==> src/rtl/sync_fifo_ctrl.sv <==
// Pointer, flag and handshake controller for a synchronous FIFO built around a
// dual-port RAM on the same clock. Flags come from registers only; no fall-through.
module sync_fifo_ctrl #(
    parameter int ADDR_WIDTH = 14,
    parameter int AF_LEVEL   = 2**ADDR_WIDTH - 4,
    parameter int AE_LEVEL   = 4
) (
    input  logic                  clk,
    input  logic                  reset,
    input  logic                  wr_req,
    input  logic                  rd_req,
    input  logic                  clr_err,
    output logic                  mem_we,
    output logic                  mem_re,
    output logic [ADDR_WIDTH-1:0] wr_ptr,
    output logic [ADDR_WIDTH-1:0] rd_ptr,
    output logic                  full,
    output logic                  empty,
    output logic                  almost_full,
    output logic                  almost_empty,
    output logic [ADDR_WIDTH:0]   count,
    output logic                  rd_valid,
    output logic                  overflow,
    output logic                  underflow
);

    localparam logic [ADDR_WIDTH:0] C_DEPTH = {1'b1, {ADDR_WIDTH{1'b0}}};
    localparam logic [ADDR_WIDTH:0] C_ZERO  = {(ADDR_WIDTH+1){1'b0}};
    localparam logic [ADDR_WIDTH:0] C_ONE   = {{ADDR_WIDTH{1'b0}}, 1'b1};
    localparam logic [ADDR_WIDTH:0] C_AF    = (ADDR_WIDTH+1)'(AF_LEVEL);
    localparam logic [ADDR_WIDTH:0] C_AE    = (ADDR_WIDTH+1)'(AE_LEVEL);

    // Pointers carry an extra wrap bit; only the low bits address the RAM.
    logic [ADDR_WIDTH:0] r_wr_ptr;
    logic [ADDR_WIDTH:0] r_rd_ptr;
    logic [ADDR_WIDTH:0] r_count;
    logic                r_full;
    logic                r_empty;
    logic                r_almost_full;
    logic                r_almost_empty;
    logic                r_rd_valid;
    logic                r_overflow;
    logic                r_underflow;

    logic                w_wr_acc;
    logic                w_rd_acc;
    logic [ADDR_WIDTH:0] w_wr_ptr_next;
    logic [ADDR_WIDTH:0] w_rd_ptr_next;
    logic [ADDR_WIDTH:0] w_count_next;
    logic                w_full_next;
    logic                w_empty_next;
    logic                w_almost_full_next;
    logic                w_almost_empty_next;
    logic                w_overflow_next;
    logic                w_underflow_next;

    // Accept decision from registered flags; requests are ignored while in reset.
    always_comb begin
        w_wr_acc = 1'b0;
        w_rd_acc = 1'b0;
        if (reset) begin
            w_wr_acc = wr_req & ~r_full;
            w_rd_acc = rd_req & ~r_empty;
        end else begin
            w_wr_acc = 1'b0;
            w_rd_acc = 1'b0;
        end
    end

    // Next pointers and occupancy.
    always_comb begin
        w_wr_ptr_next = r_wr_ptr;
        w_rd_ptr_next = r_rd_ptr;
        if (w_wr_acc) begin
            w_wr_ptr_next = r_wr_ptr + C_ONE;
        end else begin
            w_wr_ptr_next = r_wr_ptr;
        end
        if (w_rd_acc) begin
            w_rd_ptr_next = r_rd_ptr + C_ONE;
        end else begin
            w_rd_ptr_next = r_rd_ptr;
        end
        w_count_next = r_count
                     + {{ADDR_WIDTH{1'b0}}, w_wr_acc}
                     - {{ADDR_WIDTH{1'b0}}, w_rd_acc};
    end

    // Status flags derived from the occupancy that will hold after this edge.
    always_comb begin
        w_full_next         = (w_count_next == C_DEPTH);
        w_empty_next        = (w_count_next == C_ZERO);
        w_almost_full_next  = (w_count_next >= C_AF);
        w_almost_empty_next = (w_count_next <= C_AE);
    end

    // Sticky error flags; a new error in the clearing cycle wins over clr_err.
    always_comb begin
        w_overflow_next  = r_overflow;
        w_underflow_next = r_underflow;
        if (wr_req & r_full) begin
            w_overflow_next = 1'b1;
        end else if (clr_err) begin
            w_overflow_next = 1'b0;
        end else begin
            w_overflow_next = r_overflow;
        end
        if (rd_req & r_empty) begin
            w_underflow_next = 1'b1;
        end else if (clr_err) begin
            w_underflow_next = 1'b0;
        end else begin
            w_underflow_next = r_underflow;
        end
    end

    // Pointer and occupancy registers.
    always_ff @(posedge clk or negedge reset) begin
        if (!reset) begin
            r_wr_ptr <= C_ZERO;
            r_rd_ptr <= C_ZERO;
            r_count  <= C_ZERO;
        end else begin
            r_wr_ptr <= w_wr_ptr_next;
            r_rd_ptr <= w_rd_ptr_next;
            r_count  <= w_count_next;
        end
    end

    // Flag registers.
    always_ff @(posedge clk or negedge reset) begin
        if (!reset) begin
            r_full         <= 1'b0;
            r_empty        <= 1'b1;
            r_almost_full  <= 1'b0;
            r_almost_empty <= 1'b1;
        end else begin
            r_full         <= w_full_next;
            r_empty        <= w_empty_next;
            r_almost_full  <= w_almost_full_next;
            r_almost_empty <= w_almost_empty_next;
        end
    end

    // Read-valid strobe (aligned with RAM dout) and error registers.
    always_ff @(posedge clk or negedge reset) begin
        if (!reset) begin
            r_rd_valid  <= 1'b0;
            r_overflow  <= 1'b0;
            r_underflow <= 1'b0;
        end else begin
            r_rd_valid  <= w_rd_acc;
            r_overflow  <= w_overflow_next;
            r_underflow <= w_underflow_next;
        end
    end

    assign mem_we       = w_wr_acc;
    assign mem_re       = w_rd_acc;
    assign wr_ptr       = r_wr_ptr[ADDR_WIDTH-1:0];
    assign rd_ptr       = r_rd_ptr[ADDR_WIDTH-1:0];
    assign full         = r_full;
    assign empty        = r_empty;
    assign almost_full  = r_almost_full;
    assign almost_empty = r_almost_empty;
    assign count        = r_count;
    assign rd_valid     = r_rd_valid;
    assign overflow     = r_overflow;
    assign underflow    = r_underflow;

endmodule

==> config.mk <==
export PLATFORM = sky130hd
export DESIGN_NAME = sync_fifo_ctrl
export DESIGN_NICKNAME = d
export VERILOG_FILES = /design/src/rtl/sync_fifo_ctrl.sv
export SDC_FILE = /design/constraint.sdc
export NUM_CORES = 1
export LEC_CHECK = 0
export CORE_MARGIN = 10
export CORE_UTILIZATION = 45
export DETAILED_ROUTE_END_ITERATION = 7
export GPL_ROUTABILITY_DRIVEN = 0
export PLACE_DENSITY_LB_ADDON = 0.3
export SLEW_MARGIN = 20
export SYNTH_ARGS = -nofsm -noshare
export SYNTH_HDL_FRONTEND = slang
export SYNTH_SLANG_ARGS = --single-unit
==> constraint.sdc <==
create_clock -name clk -period 10.2 [get_ports clk]
set_clock_uncertainty 0.05 [all_clocks]
set_input_delay 2.04 -clock clk [delete_from_list [all_inputs] [get_ports clk]]
set_output_delay 2.04 -clock clk [all_outputs]
set_load 0.02 [all_outputs]
### After elaboration in Yosys (flattened, before gate mapping)

Index checks and enable logic that the tools add are counted.

| word-level totals | value |
|---|---|
| flip-flop bits (word level) | 52 |
| input bits | 5 |
| output and inout port bits | 52 |

| operators by class | value |
|---|---|
| $add $sub $neg | 4 |
| $lt $le $gt $ge | 2 |
| eq/ne operators | 1 |
| mux-type cells | 5 |
| bitwise logic cells | 6 |
| reduce and logical (&&, ||, !) cells | 3 |

Operators with widths:

| kind | number |
|---|---|
| 15-bit by 1-bit adder with 15-bit output (second input constant) | 2 |
| 15-bit by 1-bit adder with 15-bit output | 1 |
| 15-bit == test (second input constant) | 1 |
| 15-bit by 14-bit greater-or-equal comparator with 1-bit output (second input constant) | 1 |
| 15-bit by 3-bit less-or-equal comparator with 1-bit output (second input constant) | 1 |
| 15-bit logical NOT | 1 |
| 15-bit by 1-bit subtractor with 15-bit output | 1 |
| 1-bit two-way mux | 5 |
| 1-bit AND | 4 |
| 2-bit nonzero test | 2 |
| 1-bit inverter | 2 |

### Depth between registers and ports, before layout

Gate-level depths: netlist of the first run.

| logic depth | value |
|---|---|
| word-level depth | 6 |
| gate-level depth with buffers | 15 |
| depth with buffers taken out | 14 |

### Worst setup path before layout of the first run

No wires, ideal clock.

| timing path | value |
|---|---|
| kind | in2reg |
| start point | input port reset |
| end point | register r_almost_empty, in the netlist almost_empty |
| arrival time | 5162 ps |
| required time | 10060 ps |
| path slack | 4898 ps |
| stages | 14 |
| buffers on the path | 1 |
| path through | and3b_1 > clkbuf_1 > ha_1 > inv_1 > ha_1 > inv_1 > fa_1 > nand2b_1 > a211oi_4 > o22ai_2 > o31ai_2 > nor2_2 > or4_4 > nor4_2 |

RTL lines:

| what | RTL line | text |
|---|---|---|
| start, declared | 9 | `input logic reset,` |
| 1-bit two-way mux | 61 | `if (reset) begin` |
| named net mem_re | 14 | `output logic mem_re,` |
| 15-bit by 1-bit subtractor with 15-bit output | 86 | `- {{ADDR_WIDTH{1'b0}}, w_rd_acc};` |
| named net w_count_next[12] | 49 | `logic [ADDR_WIDTH:0] w_count_next;` |
| 15-bit by 3-bit less-or-equal comparator with 1-bit output | 94 | `w_almost_empty_next = (w_count_next <= C_AE);` |
| named net w_almost_empty_next | 53 | `logic w_almost_empty_next;` |
| end signal, assigned | 141 | `r_almost_empty <= w_almost_empty_next;` |
| end, declared | 40 | `logic r_almost_empty;` |

The timed path passes the listed nets, and every way through them passes these cells.
A chain may end at the register's enable or synchronous reset.

### Final worst setup path of the first run

| timing path | value |
|---|---|
| start point | input port reset |
| end point | output port mem_re |

| between the ends | value |
|---|---|
| cells in the longest elaborated chain, start to end | 1 |

RTL lines:

| what | RTL line |
|---|---|
| 1-bit two-way mux | 61 |
| end, declared | 14 |

Every way passes these cells.

==> impl_results.md, run 1 <==
- Switching Share: 46.1%
- WP data arrival: 3.72 ns
- Avg Synthesized Cell Area: 9.92 µm²
- # clock sinks: 50
- Final WL: 6130 µm
- H-Tree Depth: 2
- Adder-cell share of the synthesized area: 8.50%
- Max FO, Critical Path: 52
- Combinational share of power: 64.0%
- Tmin final: 5.81 ns
- R2r startpoint: empty
- Post-Synth Simple-Gate Area: 17.6%
- Critical Path Max Stage Delay: 0.67 ns
- # DRC: 0
- Post-CTS setup buffer count: 0
- Global-route wire length before repair: 10,300 µm
- CTS root buf: clkbuf_8
- CTS tree: built
- Seq/Total Area, Yosys: 45.8%
- Power Dens Cells: 389 nW/µm²
- Mux share of post-synthesis cell area: 0.411%
- Clk slew on worst S/H paths: 0.09 ns
- IO buf count: 56
- Routed length per placed instance: 15.0 µm
- Clock Path Buffers: 2
- Crit-path cells: buf_2 > buf_4 > and3b_1 > clkdlybuf4s50_1
- R2R cell count: 13
- Setup TNS: 0 ns
- Crit path launch: reset
- Yosys reg bits: 50
- Worst Hold Depth: 1
- Post-Syn Nets: 299
- Inserted Clock Buffers: 5
- Final Cycle Share: 57.0%
- # IOs: 57
- Die height: 98.0 µm
- Num rows: 28
- Die area: 9610 µm²
- Clk Latency, worst-skew pair: 0.30 ns
- Core ar.: 5920 µm²
- Max Fclk: 0.172 GHz
- Synth unique cells: 49
- Slew margin rel.: 57.7%
- Antenna violations before repair: 0
- Worst vdd ir: 298 µV
- Slowest-stage cell, CP: clkdlybuf4s50_1
- Leak pwr: 1.57 nW
- Yosys warns: 0
- Vias/cell: 5.22
- DR vias: 2,141
- DRT iter0 DRCs: 73
- CTS Hold Buffers Added: 0
- P_sw: 631 µW
- Drt first pass iters: 4
- Horiz. Die Dim: 98.0 µm
- Final nets: 357
- Type of origin of the critical path: input port
- Area grow syn2layout: 28.3%
- Final Hold Violating Endpoints: 0
- Clock network power share: 12.3%
- Initial Util: 46.3%
- Share of post-route cells with drive strength above 1: 6.87%
- CP endpoint kind: output pin
- Placed insts: 402
- GRT overflow: 0
- Critical path type: input port to output pin
- Post-DRT Antenna Nets: 0
- Status: finished, final reports clean
- Commonest non-fill, non-tap cell in the layout: clkdlybuf4s50_1
- Ys async rst share: 100%
- Tightest Pin Transition: 0.635 ns
- Xor and xnor area share after synthesis: 12.2%
- DP HPWL: 4920 µm
- Cells after Synth: 276
- Worst hold start: r_wr_ptr[13]
- Post-Layout Cell Count: 410
- Mapped cell area: 2740 µm²
- CTS resizes: 0
- Antenna cells: 0
- Post-synth EDFFs: 0
- Most frequent cells in the layout: clkdlybuf4s50_1, dfrtp_1, nand2_1
- Max Cap Viol: 0
- Largest net degree at the start of global routing: 53
- Largest family of logic cells by synthesized area: simple AND/OR/NAND/NOR gates
- Finish-stage setup viols: 0
- Synth Area in Compound Gates: 11.5%
- Number of global-route vias before repair: 2,156
- Pint: 738 µW
- Sequential Power Share: 23.8%
- Pins over their slew limit: 0
- Worst EP required: 8.11 ns
- Worst Hold Class: register to register
- Synth Flop Type: dfrtp_1
- Total Routing Usage GR: 12.8%
- RSZ-0062 raised after global routing: false
==> logic make-up (layout without fill, tap and decap cells) <==
kind of cell	count (synthesis)	count (layout)
compound gates	44	44
buf+inv	29	88
fa+ha+maj	18	18
mux	1	1
xor+xnor	38	38
simple gates	96	96
flops	50	50
==> layout make-up <==
class / count / area, µm²
fillers: 500 / 2410
flip-flops and latches: 50 / 1250
clock inverters: 2 / 60.1
clock buffers: 6 / 82.6
well taps: 75 / 93.8
inverters: 23 / 86.3
multi-input cells: 197 / 1380
repair buffers: 57 / 563
==> power by group through the flow <==
stage	Sequential, mW	Combinational (mW)	Clock, mW
3_5_place_dp	0.328	0.880	0
2_1_floorplan	0.382	0.567	0
6_report	0.325	0.875	0.168
5_1_grt	0.336	0.973	0.181
4_1_cts	0.327	0.882	0.173
3_3_place_gp	0.328	0.866	0
==> synthesized netlist by cell type, types with 6 or more instances <==
master   number  area (µm²)
dfrtp_1      48        1200
nand2_1      27         101
xnor2_1      25         219
inv_1        23        86.3
nor2_1       21        78.8
ha_1         17         213
nand3_1      13        65.1
xor2_1       13         114
a21oi_1      10        50.1
nand4_1       8        50.1
nor3_1        7        35.0
o21ai_0       6        30.0
==> per-stage QoR <==
step | cell area (µm²) | utilization (%) | worst slack [ns] | power [mW] | hold slack (ns)
after detailed placement | 3370 | 57.0 | 4.13 | 1.21 | 0.412
after floorplan | 2740 | - | 4.90 | 0.949 | 0.497
after CTS | 3510 | 59.4 | 4.33 | 1.38 | 0.425
after global routing | 3510 | 59.4 | 4.19 | 1.49 | 0.444
final | 3510 | 59.4 | 4.39 | 1.37 | 0.424
after global placement | 3370 | 57.0 | 4.29 | 1.19 | 0.406
==> worst paths after layout <==
| kind | to | slack [ns] |
|---|---|---|
| min in group asynchronous | r_rd_ptr[5] | 1.78 |
| worst min register to register | r_wr_ptr[13] | 0.42 |
| max in group asynchronous | count[14] | 7.88 |
| worst max-delay path | mem_re | 4.39 |
| worst max register to register | almost_empty | 6.36 |
| worst min-delay path | r_wr_ptr[13] | 0.42 |
==> sequential cells by signal, indices dropped and copies added (netlist names) <==
| register | cells |
|---|---|
| r_wr_ptr | 14 |
| full | 1 |
| rd_valid | 1 |
| almost_full | 1 |
| overflow | 1 |
| almost_empty | 1 |
| r_rd_ptr | 14 |
| underflow | 1 |
| empty | 1 |
| count | 15 |
==> metal layers <==
layer	track usage (%)	wire [µm]
met2	22.1	3060
met5	0	0
met3	3.52	317
met4	4.36	84
met1	14.9	2670
==> worst max-delay path: cells and delay by family <==
kind	cells	cell delay [ns]
simple gates	1	0.41
buf+inv	3	1.24
Note: power is estimated with default switching activity, not from simulation.
==> inputs of run 2 (changes only) <==
==> constraint.sdc (replaced) <==
create_clock -name clk -period 5.42 [get_ports clk]
set_clock_uncertainty 0.05 [all_clocks]
set_input_delay 1.084 -clock clk [delete_from_list [all_inputs] [get_ports clk]]
set_output_delay 1.084 -clock clk [all_outputs]
set_load 0.02 [all_outputs]
==> run 2 against run 1 <==
- flip-flop and latch count unchanged
- critical endpoint is now almost_empty
- non-clock buffer count unchanged
- highest routed layer unchanged
- die area unchanged
- critical path type is now input port to register
- largest power group unchanged
==> impl_results.md, run 2 (synthesis results as in run 1) <==
- Inserted Clock Buffers: 5 (unchanged)
- Max Cap Viol: 0 (unchanged)
- Drt first pass iters: 4 (unchanged)
- DRT iter0 DRCs: 50 (was 73)
- Global-route wire length before repair: 10,500 µm (was 10,300 µm)
- Initial Util: 46.3% (unchanged)
- Pwr Total: 2.53 mW (was 1.37 mW)
- Max FO, Critical Path: 7 (was 52)
- Placed insts: 402 (unchanged)
- Vias/cell: 5.25 (was 5.22)
- RSZ-0062 raised after global routing: false (unchanged)
- Max reg flops: 15 (unchanged)
- Clk slew on worst S/H paths: 0.09 ns (about the same)
- Crit-path cells: clkdlybuf4s50_1 > and3b_1 > ha_1 > inv_1 > ha_1 > inv_1 > fa_1 > nand2b_1 > a211oi_4 > o22ai_2 > o31ai_2 > nor2_2 > or4_4 > nor4_2 (was buf_2 > buf_4 > and3b_1 > clkdlybuf4s50_1)
- Register Area: 1250 µm² (unchanged)
- Worst Hold Class: register to register (unchanged)
- Status: finished, final reports clean (unchanged)
- Post-DRT Antenna Nets: 0 (unchanged)
- WP data arrival: 4.68 ns (was 3.72 ns)
- Power Dens Cells: 728 nW/µm² (was 389 nW/µm²)
- Area grow syn2layout: 27.0% (was 28.3%)
- Final Hold Violating Endpoints: 0 (unchanged)
- Clock network power share: 10.2% (was 12.3%)
- IO buf count: 56 (unchanged)
- Placed Area: 3370 µm² (unchanged)
- # IOs: 57 (unchanged)
- CTS root buf: clkbuf_8 (unchanged)
- Max Fclk: 0.221 GHz
- CTS resizes: 0 (unchanged)
- Family with the most delay on the worst path: simple AND/OR/NAND/NOR gates (was buffers and inverters)
- Type of origin of the critical path: input port (unchanged)
- Antenna violations before repair: 0 (unchanged)
- Post-CTS setup buffer count: 0 (unchanged)
- Critical path type: input port to register (was input port to output pin)
- Total Routing Usage GR: 13.0% (was 12.8%)
- Most frequent cells in the layout: clkdlybuf4s50_1, dfrtp_1, nand2_1 (unchanged)
- Sequential Power Share: 23.9% (was 23.8%)
- Tightest Pin Transition: 0.635 ns (about the same)
- Post-route cell area: 3480 µm² (was 3510 µm²)
- Slew margin rel.: 57.6% (was 57.7%)
- Pre-CTS setup slack: 0.597 ns (was 4.13 ns)
- Horiz. Die Dim: 98.0 µm (unchanged)
- CP endpoint kind: register (was output pin)
- CTS Hold Buffers Added: 0 (unchanged)
- CTS tree: built (unchanged)
- Antenna cells: 0 (unchanged)
- Num rows: 28 (unchanged)
- Die area: 9610 µm² (unchanged)
- Die height: 98.0 µm (unchanged)
- Finish-stage setup viols: 0 (unchanged)
- # DRC: 0 (unchanged)
- Slowest-stage cell, CP: or4_4 (was clkdlybuf4s50_1)
- Clock Path Buffers: 2 (unchanged)
- Worst EP required: 5.58 ns (was 8.11 ns)
- Pint: 1.33 mW (was 738 µW)
- Clk Latency, worst-skew pair: 0.30 ns (about the same)
- Final Cycle Share: 83.4%
- Leak pwr: 1.55 nW (was 1.57 nW)
- P_sw: 1.20 mW (was 631 µW)
- Tmin final: 4.52 ns
- Core ar.: 5920 µm² (unchanged)
- DR vias: 2,152 (was 2,141)
- Worst path buffer plus inverter count: 3 (unchanged)
- Fillers: 523 (was 500)
- Worst vdd ir: 601 µV (was 298 µV)
- Post-route worst setup slack: 0.902 ns (was 4.39 ns)
- Commonest non-fill, non-tap cell in the layout: clkdlybuf4s50_1 (unchanged)
- H-Tree Depth: 2 (unchanged)
- Critical Path Max Stage Delay: 0.55 ns (was 0.67 ns)
- DP HPWL: 4960 µm (was 4920 µm)
- # clock sinks: 50 (unchanged)
- Final WL: 6230 µm (was 6130 µm)
- Number of global-route vias before repair: 2,189 (was 2,156)
- Final nets: 357 (unchanged)
- GRT overflow: 0 (unchanged)
- Switching Share: 47.4% (was 46.1%)
- Area of the multi-input gates: 1380 µm² (unchanged)
- Post-Layout Cell Count: 410 (unchanged)
- Share of post-route cells with drive strength above 1: 6.27% (was 6.87%)
- Setup TNS: 0 ns (unchanged)
- Largest net degree at the start of global routing: 51 (was 53)
- Combinational share of power: 65.9% (was 64.0%)
- Routed length per placed instance: 15.2 µm (was 15.0 µm)
- Pins over their slew limit: 0 (unchanged)
==> run 2: changes by cell type in the layout (fill, tap and decap cells not counted) <==
cell       delta
clkbuf_1      +2
bufinv_16     -1
clkbuf_8      -1
==> run 2: metal layers <==
| metal | GRT usage, % | part of all wire, % | up-vias | wire length (µm) |
|---|---|---|---|---|
| li1 | - | - | 1058 | - |
| met1 | 14.7 | 43 | 1047 | 2650 |
| met2 | 22.9 | 51 | 41 | 3180 |
| met3 | 3.24 | 5.0 | 6 | 314 |
| met4 | 4.81 | 1.4 | 0 | 85 |
| met5 | 0 | 0 | - | 0 |
==> run 2: worst reg2reg max path, cell delays in order (launching register included) <==
cell	delay (ns)
dfstp_2	0.55
and3b_1	0.26
ha_1	0.32
inv_1	0.06
ha_1	0.18
inv_1	0.06
fa_1	0.39
nand2b_1	0.21
a211oi_4	0.27
o22ai_2	0.14
o31ai_2	0.33
nor2_2	0.09
or4_4	0.55
nor4_2	0.24
==> run 2: path summary, 6_finish.rpt <==
path                              startpoint           end  slack [ns]  cells past startpoint
worst min-delay path            r_wr_ptr[13]  r_wr_ptr[13]        0.43                      1
worst max-delay path                  rd_req  almost_empty        0.90                     14
min in group asynchronous              reset      overflow        0.90                      2
worst min register to register  r_wr_ptr[13]  r_wr_ptr[13]        0.43                      1
worst max register to register         empty  almost_empty        1.62                     13
max in group asynchronous              reset  r_wr_ptr[13]        4.00                      2
==> run 2: layout make-up <==
class / count / share of cell area, %
clock inverter: 1 / 0.863
multi-input combinational: 197 / 39.5
clock buffer: 7 / 2.19
timing repair buffer: 57 / 16.2
inverter: 23 / 2.48
tap: 75 / 2.70
sequential: 50 / 36.0
==> run 2: power by group through the flow <==
stage / Sequential (mW) / Combinational, mW / Clock, mW
2_1_floorplan: 0.720 / 1.07 / 0
3_3_place_gp: 0.612 / 1.64 / 0
3_5_place_dp: 0.614 / 1.66 / 0
4_1_cts: 0.607 / 1.68 / 0.266
5_1_grt: 0.624 / 1.85 / 0.280
6_report: 0.605 / 1.67 / 0.258
==> run 2: through the flow <==
stage / util [%] / hold WS (ns)
6_report: 58.7 / 0.435
5_1_grt: 58.7 / 0.473
4_1_cts: 58.7 / 0.438
2_1_floorplan: - / 0.497
3_3_place_gp: 57.0 / 0.406
3_5_place_dp: 57.0 / 0.422
